--- config.mk ---
export PLATFORM = sky130hd
export DESIGN_NAME = enc4to2_pipe
export DESIGN_NICKNAME = d
export VERILOG_FILES = /design/src/rtl/enc_pkg.sv /design/src/rtl/enc_core.sv /design/src/rtl/enc4to2_pipe.sv
export SDC_FILE = /design/constraint.sdc
export NUM_CORES = 1
export LEC_CHECK = 0
export ABC_AREA = 1
export BUFFER_PORTS_ARGS = -buffer_cell sky130_fd_sc_hd__buf_4
export CAP_MARGIN = 40
export CORE_AREA = 10 10 55 61
export CTS_CLUSTER_DIAMETER = 40
export CTS_CLUSTER_SIZE = 14
export DETAILED_ROUTE_END_ITERATION = 8
export DIE_AREA = 0 0 65 71
export HOLD_SLACK_MARGIN = 0.02
export MAX_ROUTING_LAYER = met4
export PLACE_DENSITY_LB_ADDON = 0.08
export SYNTH_ARGS = -nofsm -noshare
export SYNTH_HDL_FRONTEND = slang
export SYNTH_HIERARCHICAL = 1
export SYNTH_SLANG_ARGS = --single-unit
--- constraint.sdc ---
create_clock -name clk -period 1.4 [get_ports clk]
set_input_delay 0.14 -clock clk [delete_from_list [all_inputs] [get_ports clk]]
set_output_delay 0.14 -clock clk [all_outputs]
set_load 0.1 [all_outputs]
--- src/rtl/enc_pkg.sv ---
`default_nettype none
// ============================================================================
// Module : enc_pkg
// Brief  : Shared definitions for the one-hot-to-binary encoder family.
//          Holds the occupancy state encoding, the payload bit layout and
//          the highest-set-bit index function.
// Ports  : none (package)
// Rev    : 1.0  initial release
// ============================================================================
package enc_pkg;

  // Occupancy of the main/skid register pair
  typedef enum logic [1:0] {
    EMPTY = 2'd0,
    ONE   = 2'd1,
    TWO   = 2'd2
  } state_t;

  // Payload layout: {index, err, zero}, with the index starting at bit 2
  localparam int c_zero_pos = 0;
  localparam int c_err_pos  = 1;
  localparam int c_idx_lsb  = 2;

  // Widest word any encoder variant accepts, and its index width
  localparam int c_max_n = 16;
  localparam int c_max_w = 4;

  // Index of the highest set bit; zero when the word is empty. The loop
  // runs upward, so later (higher) set bits overwrite earlier ones.
  function automatic logic [c_max_w-1:0] onehot_hi_index(input logic [c_max_n-1:0] word);
    logic [c_max_w-1:0] idx;
    idx = '0;
    for (int i = 0; i < c_max_n; i++) begin
      if (word[i]) idx = i[c_max_w-1:0];
    end
    return idx;
  endfunction

endpackage
`default_nettype wire

--- src/rtl/enc_core.sv ---
`default_nettype none
// ============================================================================
// Module : enc_core
// Brief  : Purely combinational N-line one-hot to W-bit binary encoder.
//          Reports the highest set index, plus flags for an empty word and
//          for any word that is not exactly one-hot.
// Ports  : word [N-1:0] in  - word to encode
//          idx  [W-1:0] out - index of the highest set bit (0 if empty)
//          err          out - word is empty or has more than one bit set
//          zero         out - word is all zeros
// Rev    : 1.0  initial release
// ============================================================================
module enc_core
  import enc_pkg::*;
#(
  parameter int N = 4,
  parameter int W = $clog2(N)
) (
  input  logic [N-1:0] word,
  output logic [W-1:0] idx,
  output logic         err,
  output logic         zero
);

  localparam logic [N-1:0] c_one = {{(N-1){1'b0}}, 1'b1};

  logic [c_max_n-1:0] w_word_wide;
  logic [c_max_w-1:0] w_idx_wide;
  logic               w_multi;
  logic               w_unused;

  always_comb begin
    w_word_wide        = '0;
    w_word_wide[N-1:0] = word;
  end

  assign w_idx_wide = onehot_hi_index(w_word_wide);

  // Clearing the lowest set bit leaves something only if two or more were set
  assign w_multi = (word & (word - c_one)) != '0;

  assign zero = (word == '0);
  assign err  = zero | w_multi;
  assign idx  = w_idx_wide[W-1:0];

  // Upper index bits are always zero for N-line words
  assign w_unused = ^w_idx_wide;

endmodule
`default_nettype wire

--- src/rtl/enc4to2_pipe.sv ---
`default_nettype none
// ============================================================================
// Module : enc4to2_pipe
// Brief  : Registered one-hot-to-binary encoder with valid/ready handshakes
//          on both sides and a 2-entry skid buffer, so in_ready is a plain
//          register with no combinational path from out_ready.
// Ports  : clk                  in  - clock, rising edge
//          rst                  in  - synchronous reset, active high
//          in_valid             in  - I holds a word to encode
//          in_ready             out - word can be accepted (registered)
//          I         [N-1:0]    in  - one-hot input word
//          out_valid            out - O/out_err/out_zero are valid
//          out_ready            in  - consumer takes the output
//          O         [W-1:0]    out - index of highest set bit
//          out_err              out - accepted word was not exactly one-hot
//          out_zero             out - accepted word was all zeros
//          err_count [CW-1:0]   out - saturating count of erroneous words
// Rev    : 1.0  initial release
// ============================================================================
module enc4to2_pipe
  import enc_pkg::*;
#(
  parameter int N  = 4,
  parameter int W  = $clog2(N),
  parameter int CW = 8
) (
  input  logic          clk,
  input  logic          rst,
  input  logic          in_valid,
  output logic          in_ready,
  input  logic [N-1:0]  I,
  output logic          out_valid,
  input  logic          out_ready,
  output logic [W-1:0]  O,
  output logic          out_err,
  output logic          out_zero,
  output logic [CW-1:0] err_count
);

  localparam int PW = W + 2;

  state_t          r_state;
  logic [PW-1:0]   r_m;
  logic [PW-1:0]   r_s;
  logic            r_in_ready;
  logic [CW-1:0]   r_err_count;

  logic [N-1:0]    w_word;
  logic [W-1:0]    w_idx;
  logic            w_err;
  logic            w_zero;
  logic [PW-1:0]   w_pay;
  logic            w_accept;
  logic            w_xfer;

  // Mask the word while invalid so an undriven I cannot reach the encoder
  assign w_word = in_valid ? I : '0;

  enc_core #(
    .N (N),
    .W (W)
  ) u_core (
    .word (w_word),
    .idx  (w_idx),
    .err  (w_err),
    .zero (w_zero)
  );

  always_comb begin
    w_pay                     = '0;
    w_pay[c_idx_lsb +: W]     = w_idx;
    w_pay[c_err_pos]          = w_err;
    w_pay[c_zero_pos]         = w_zero;
  end

  assign w_accept = in_valid && r_in_ready;
  assign w_xfer   = (r_state != EMPTY) && out_ready;

  always_ff @(posedge clk) begin
    if (rst) begin
      r_state    <= EMPTY;
      r_m        <= '0;
      r_s        <= '0;
      r_in_ready <= 1'b1;
    end else begin
      case (r_state)
        EMPTY: begin
          if (w_accept) begin
            r_m     <= w_pay;
            r_state <= ONE;
          end
        end
        ONE: begin
          if (w_accept && w_xfer) begin
            r_m <= w_pay;
          end else if (w_accept) begin
            // Consumer stalled: park the new word behind M and close input
            r_s        <= w_pay;
            r_state    <= TWO;
            r_in_ready <= 1'b0;
          end else if (w_xfer) begin
            r_state <= EMPTY;
          end
        end
        TWO: begin
          if (w_xfer) begin
            r_m        <= r_s;
            r_state    <= ONE;
            r_in_ready <= 1'b1;
          end
        end
        default: begin
          r_state    <= EMPTY;
          r_in_ready <= 1'b1;
        end
      endcase
    end
  end

  always_ff @(posedge clk) begin
    if (rst) begin
      r_err_count <= '0;
    end else if (w_accept && w_pay[c_err_pos] && (r_err_count != {CW{1'b1}})) begin
      r_err_count <= r_err_count + CW'(1);
    end
  end

  assign in_ready  = r_in_ready;
  assign out_valid = (r_state != EMPTY);
  assign O         = r_m[c_idx_lsb +: W];
  assign out_err   = r_m[c_err_pos];
  assign out_zero  = r_m[c_zero_pos];
  assign err_count = r_err_count;

endmodule
`default_nettype wire

* After elaboration in Yosys (flattened, before gate mapping) *
Cells that the tools add are included.

cells by class
  add/subtract/negate cells = 2
  equality and inequality tests = 9
  mux-type cells = 18
  bitwise logic cells = 4
  reductions and logical operators = 14

operators by type and width
  cell                                                                 number
  4-bit two-way mux                                                    4
  2-bit two-way mux                                                    7
  4-bit one-hot mux with 3 select lines                                1
  4-bit AND reduction                                                  3
  2-bit != test (second input constant)                                5
  8-bit by 1-bit adder with 8-bit output (second input constant)       1
  8-bit != test (second input constant)                                1
  2-bit one-hot mux with 3 select lines                                1
  1-bit logical AND                                                    5
  4-bit bitwise AND                                                    1
  4-bit zero test                                                      1
  1-bit two-way mux                                                    4
  4-bit nonzero test                                                   1
  4-bit by 1-bit subtractor with 4-bit output (second input constant)  1
  3-bit != test (second input constant)                                1
  1-bit one-hot mux with 3 select lines                                1
  3-bit AND reduction                                                  1
  3-bit nonzero test                                                   1
  2-bit by 1-bit == test with 1-bit output (second input constant)     1
  2-bit == test (second input constant)                                1
  2-bit zero test                                                      1
  1-bit NOT                                                            2
  2-bit nonzero test                                                   1
  1-bit OR                                                             1

storage, ports and cells
  flip-flop bits (word level) = 19
  bits of input ports = 8
  output and inout port bits = 14
  word-level logic and storage cells = 52

* Depth between registers and ports, before layout *
Gate-level depths: netlist of the first run.

  depth in word-level cells = 7
  gate-level depth with buffers = 13

* By module *
The synthesis of the first run kept the hierarchy.

by module, submodules not included
  module        times used  cells an instance  area an instance (µm²)  seq. area each (µm²)
  enc4to2_pipe  1           151                1,027.2                 380.4
  enc_core      1           13                 55.1                    0.0

* Least setup slack after synthesis of the first run *
OpenSTA, ideal clock, no wires.

  path type = reg-to-reg
  start = register r_err_count[1] (netlist: err_count[1])
  end = register r_err_count[7] (netlist: err_count[7])
  arrival time = 1.915 ns
  slack = -0.632 ns
  cell stages (with the launch flop) = 9
  buffers on the path = 0
  cell sequence = dfxtp_1 ha_1 nand2_2 nor2_4 nand2_4 nand2_2 nor2_1 nor2_1 nor2_1

between the ends
  longest elaborated chain between the ends = 2
  elaborated cells between the ends (all ways) = 3
  those cells by class = add/sub (1); eq/ne (1); reduce/logical (1)

RTL lines
  what                                                                            RTL line             text
  start, declared                                                                 enc4to2_pipe.sv:46   logic [CW-1:0] r_err_count;
  start signal, assigned                                                          enc4to2_pipe.sv:124  r_err_count <= r_err_count + CW'(1);
  branches (longest 2 deep; another with 8-bit by 1-bit adder with 8-bit output)  --

Several ways; the timed one is not identified.
A chain may end at the register's enable or synchronous reset.

* Worst setup path in the final report of the first run *
  start = register r_state[1]
  end = output port out_valid

between the ends
  longest elaborated chain between the ends = 1

RTL lines
  what                    RTL line             text
  start, declared         enc4to2_pipe.sv:42   state_t r_state;
  start signal, assigned  enc4to2_pipe.sv:81   r_state <= EMPTY;
  start signal, assigned  enc4to2_pipe.sv:90   r_state <= ONE;
  start signal, assigned  enc4to2_pipe.sv:99   r_state <= TWO;
  2-bit nonzero test      enc4to2_pipe.sv:129  assign out_valid = (r_state != EMPTY);
  end, declared           enc4to2_pipe.sv:32   output logic out_valid,

Every way passes these cells.

==> results of run 1 <==
-- layer usage --
metal	up-vias	GRT usage [%]	wire, µm
met4	0	4.76	46
met3	6	2.99	99
met1	479	11.3	969
met5	-	-	0
li1	557	-	-
met2	18	19.7	1240
-- final timing paths --
kind | start | end | slack [ns] | depth (start not counted)
min | rst | err_count[2] | 0.04 | 2
max | r_state[1] | out_valid | 0.12 | 3
min reg2reg | r_s[2] | r_s[2] | 0.48 | 2
max reg2reg | err_count[0] | err_count[7] | 0.17 | 8
-- metrics by stage --
step | power (µW) | cells | hold WS [ns] | instance area [µm²] | util, %
floorplan | 896 | 164 | 0.199 | 1120 | -
global placement | 970 | 212 | 0.354 | 1290 | 59.0
detailed placement | 975 | 212 | 0.354 | 1290 | 59.0
CTS | 1250 | 216 | 0.0338 | 1320 | 60.3
global route | 1300 | 216 | 0.0429 | 1320 | 60.4
finish | 1240 | 216 | 0.0396 | 1320 | 60.4
-- cell families after synthesis --
kind of cell               count (synthesis)
AOI/OAI and AO/OA                         21
xor gates and xnor gates                   1
adders and majority gates                  1
buffers and inverters                     28
DFF                                       19
and+or+nand+nor                           94
-- sequential cells by signal, indices dropped and copies added, names as in the netlist --
register / cells
err_count: 8
in_ready: 1
r_m: 4
r_s: 4
r_state: 2
-- area by class of cell --
cell class	count	share of cell area, %
clock buffers	3	1.71
clock inverters	1	0.380
inverters	25	7.12
multi-input cells	117	45.1
flip-flops and latches	19	30.9
well taps	30	2.85
repair buffers	21	12.0
-- timing repair --
action                                  4_1_cts  5_1_grt
endpoints found under the setup margin        0        1
hold endpoints to repair                      0        0
gates resized for setup                       0        1
-- cell usage in the layout (no fill, tap or decap), drive strengths merged --
master	netlist	layout
nor3	1	1
nor2	30	30
xor2	1	1
nand4	3	3
clkinv	0	1
o21ai	11	11
a21oi	9	9
nand3	14	14
buf	2	21
dfxtp	19	19
nand2	45	45
nand3b	1	1
inv	25	25
o21bai	1	1
clkbuf	1	3
ha	1	1
-- where the power goes --
part	total, µW	internal, µW	switching [µW]
combinational	377	92.9	284
sequential	583	561	21.9
clock	276	106	170
total	1240	760	476
==> key figures, run 1 <==
Critical path
  – Worst path slowest cell: dfxtp_2
  – Slowest Stage Delay on Critical Path: 0.42 ns
  – Worst setup EP type: output pin
  – Startpoint Class: flip-flop
  – CP bufs+invs: 2
  – Critical path arrival: 1.14 ns
  – Crit-path cells: nor2_1 > inv_1 > buf_4
  – CP max FO: 8
  – Family with the most delay on the worst path: flip-flops
  – Worst EP required: 1.26 ns
  – Setup CP Type: reg2out

Floorplan
  – Initial Utilization: 49.5%
  – Core ar.: between 0.002 and 0.0025 mm²
  – I/O pin count: 22
  – Total Die Area: 0.00462 mm²
  – Die extent in x: between 60 and 70 µm
  – DIE HEIGHT: between 70 and 80 µm
  – Rows: 18

Synthesis
  – Synth unique cells: 24
  – Simple-gate share of the synthesized area: 40.5%
  – Top cells by area, synth: dfxtp_1 35%, nand2_1 14%, nor2_1 8.3%
  – Post-Syn Area per Cell: 6.60 µm²
  – Synth warn: 6
  – Complex-gate fraction of the synthesized area: 11.3%
  – Cell Area, Synth: 0.00108 mm²
  – Most frequent cell after synthesis: nand2_1
  – Mux cell area share after synthesis: 0%
  – Synth Area in Adders: 1.16%
  – Post-synth top flop: dfxtp_1
  – Largest area contributor in the netlist: dfxtp_1
  – FF+latch count, synth: 19
  – Post-synth EDFFs: 0
  – Yosys top cell area share: 35.1%
  – Largest family of logic cells by synthesized area: simple AND/OR/NAND/NOR gates
  – Gate Count Post-Synth: around 160
  – Sequential element share of the synthesized area: 35.1%
  – Commonest cells post-synth: 39 x nand2_1, 24 x nor2_1, 20 x inv_1
  – Ys async rst share: 0%
  – Xor/xnor share of the synthesized area: less than 1%
  – Syn Nets: 173

STA
  – Hold Vio Cnt, Final: 0
  – Setup TNS: 0 ns
  – Max-slew violations: 0
  – Minimum clock period: between 1 and 1.5 ns
  – Endpoints failing setup: 0
  – Fmax achieved: between 700 and 800 MHz
  – Period utilization: 91.2%
  – Worst slew margin: 71.6%
  – RSZ-0062 raised after global routing: no
  – Final Worst Setup Slack: 0.124 ns
  – Worst-Margin Slew: roughly 0.43 ns
  – Setup Skew: 0.00278 ns

Clocking
  – # H-tree levels: 1
  – CTS tree: yes
  – Num Clock Sinks: 19
  – Postcts setup bufs: 0
  – Num CTS Buffers: 3
  – Post-CTS Hold Buffers: 0
  – CTS root buffer: clkbuf_4
  – CTS clk-pin slew, worst paths: around 0.11 ns
  – Clk_lat worst skew: slightly below 0.3 ns
  – Max clock buf depth: 2

Place
  – Port bufs: 21
  – Pre-CTS setup slack: -0.0770 ns
  – Placer Congestion: 0.852
  – Post-DP HPWL: about 1900 µm

Pwr
  – VDD IR-drop max: 0.721 mV
  – Leak Pwr: 0.000642 µW
  – Cell Pwr Density: 937 mW/mm²

Route
  – Via count: 1060
  – DRC errors left: 0
  – Routed WL: 2350 µm
  – First-pass DRT Iterations: 4
  – Vias per inst: a little under 5
  – ANT nets after route: 0
  – WL per Instance: roughly 11 µm
  – Initial drt markers: 35

Run status
  – Status: complete, no violations

Global route
  – Antenna violations before repair: 0
  – Number of global-route vias before repair: 1037
  – Grt total ovfl: 0
  – Largest net degree at the start of global routing: 15
  – First-pass GRT wire length: between 4000 and 5000 µm
  – GRT Util Overall: ~11%

Layout
  – Antenna cells: 0
  – Multi-input logic area: approximately 600 µm²
  – FF+latch area: 408 µm²
  – Layout cell share with drive strength beyond 1: 30.6%
  – Total Nets Final: 196
  – Area grow syn2layout: 21.8%
  – Fillers: between 200 and 250

Hold path
  – HP Class: in2reg

Flow run
  – Max Cap Viol: 0
Power figures use the tool's default switching activity.
==> inputs of run 2 (changes only) <==
Settings changed: CORE_AREA 10 10 55 61 to 10 10 57 63, DIE_AREA 0 0 65 71 to 0 0 67 73, TNS_END_PERCENT set to 30.
Clock period 1.4 ns to 1 ns, I/O delays scaled along.
==> run 2 against run 1 <==
  * The flow now finishes with violations (negative setup slack)
  * Largest power group unchanged
  * Cell area grew 37%
  * Sequential cell count is the same
  * Sequential share of layout area shrank 7.6 points
  * Worst setup slack worse by 0.33 ns
  * Clock skew barely moved
==> key figures, run 2 (synthesis gave the netlist of run 1 again) <==
Clocking
  – Num Clock Sinks: 19
  – Num CTS Buffers: 3
  – CTS root buffer: clkbuf_4
  – Clk_lat worst skew: 0.29 ns
  – Max clock buf depth: 2
  – CTS tree: yes
  – CTS clk-pin slew, worst paths: around 0.11 ns
  – # H-tree levels: 1

Global route
  – Largest net degree at the start of global routing: 12
  – Grt total ovfl: 0
  – GRT Util Overall: 13.3%
  – Number of global-route vias before repair: about 1300
  – Antenna violations before repair: 0
  – First-pass GRT wire length: around 5200 µm

Layout
  – Area grow syn2layout: 67.3%
  – Max reg flops: 8
  – Layout cell share with drive strength beyond 1: 45.4%
  – Most frequent cells in the layout: 38 x nand2_1, 29 x buf_4, 21 x nor2_1
  – Cell Count, Final, Fillers Out: between 200 and 250
  – Most common cell after layout, fill and taps aside: nand2_1
  – Antenna cells: 0
  – Total Nets Final: 226

Critical path
  – Reg2reg setup slack: -0.21 ns
  – Crit-path cells: ha_4 > nand2_4 > nor3_2 > nand3_1 > nand2_1 > inv_1 > nor2_1
  – Worst EP required: 1.23 ns
  – Critical path arrival: 1.44 ns
  – Worst path slowest cell: dfxtp_4
  – Family with the most delay on the worst path: simple AND/OR/NAND/NOR gates
  – R2R depth: 7
  – Startpoint Class: flip-flop
  – Reg-to-Reg Start: err_count[0]
  – Crit Reg-Reg Endpoint: err_count[6]
  – Worst setup EP type: flip-flop
  – Setup CP Type: reg2reg
  – CP bufs+invs: 1
  – Slowest Stage Delay on Critical Path: between 0.3 and 0.4 ns
  – CP max FO: 4

Route
  – Vias per inst: a little under 5
  – ANT nets after route: 0
  – Via count: 1218
  – Initial drt markers: 69
  – Routed WL: between 2000 and 3000 µm
  – DRC errors left: 0
  – First-pass DRT Iterations: 4
  – WL per Instance: 12.0 µm

STA
  – Hold Vio Cnt, Final: 0
  – Final Worst Setup Slack: -0.209 ns
  – Worst-Margin Slew: 0.279 ns
  – Minimum clock period: 1.21 ns
  – Endpoints failing setup: 25
  – WHS: 0.0781 ns
  – RSZ-0062 raised after global routing: yes
  – Fmax achieved: 827 MHz
  – Period utilization: 121%
  – Setup Skew: 0.00236 ns
  – Worst slew margin: 81.5%
  – Max-slew violations: 0

Place
  – Post-DP HPWL: about 2100 µm
  – Dpl cells: 233
  – Port bufs: 21
  – Placer Congestion: roughly 0.85

Pwr
  – Cell Pwr Density: ~1100 mW/mm²
  – VDD IR-drop max: 0.875 mV
  – Leak Pwr: around 0.00086 µW

Hold path
  – Hold Crit Endpoint: r_state[1]
  – Hold Crit Depth: 4
  – Hold_sp: out_ready
  – HP Class: in2reg

Floorplan
  – Core ar.: roughly 0.0024 mm²
  – Initial Utilization: around 45%
  – Rows: 19
  – I/O pin count: 22
  – Die extent in x: 67 µm
  – DIE HEIGHT: roughly 73 µm
  – Total Die Area: 0.00489 mm²

Flow run
  – Max Cap Viol: 0

Run status
  – Status: finished with violations
  – Failing checks: negative setup slack
-- run 2: how the worst max path moves through the flow --
stage                             from           end  slack (ns)  depth (start not counted)
final                     err_count[0]  err_count[6]       -0.21                          7
after global routing      err_count[0]  err_count[6]       -0.31                          7
after CTS                 err_count[0]  err_count[7]       -0.17                          8
after detailed placement      in_valid  err_count[7]       -0.42                         12
after global placement        in_valid  err_count[7]       -0.37                         12
after floorplan           err_count[1]  err_count[7]       -0.36                          8
-- run 2: layer usage --
layer  GRT usage [%]  part of all wire [%]
met4            4.57                   1.6
met2            24.9                    55
met3            3.23                   3.8
met5               -                     0
met1            12.7                    39
-- run 2: timing repair --
action / 4_1_cts / 5_1_grt
setup buffers: 7 / 1
endpoints found under the hold margin: 5 / 0
endpoints found under the setup margin: 31 / 33
hold buffers: 1 / 0
gates resized for setup: 55 / 13
pin swaps: 4 / 4
gates cloned: 0 / 1
-- run 2: where the power goes --
| part | leakage [µW] | switching, µW | internal (µW) |
|---|---|---|---|
| sequential | 0.000162 | 42.1 | 776 |
| combinational | 0.000680 | 461 | 288 |
| clock | 0.0000177 | 238 | 149 |
| total | 0.000860 | 742 | 1210 |
-- run 2: worst min-delay path, stage by stage --
cell and delay, ns:
buf_4 0.12, nor2_4 0.05, nand2_1 0.05, a21oi_1 0.04
-- run 2: stage by stage --
step	total power [µW]	instance area [µm²]	util, %	TNS (ns)	worst slack [ns]
global placement	1400	1460	61.0	-3.41	-0.374
global route	2070	1810	75.4	-4.35	-0.309
detailed placement	1410	1460	61.0	-3.79	-0.417
finish	1950	1810	75.4	-2.58	-0.209
floorplan	1250	1140	-	-4.58	-0.364
CTS	1940	1760	73.3	-2.53	-0.174
-- run 2: area by class of cell --
class                           count  area (µm²)
Sequential cell                    19         422
Clock buffer                        3        22.5
Multi-Input combinational cell    118         674
Timing Repair Buffer               50         539
Tap cell                           31        38.8
Fill cell                         180         591
Inverter                           25         109
Clock inverter                      1        5.00
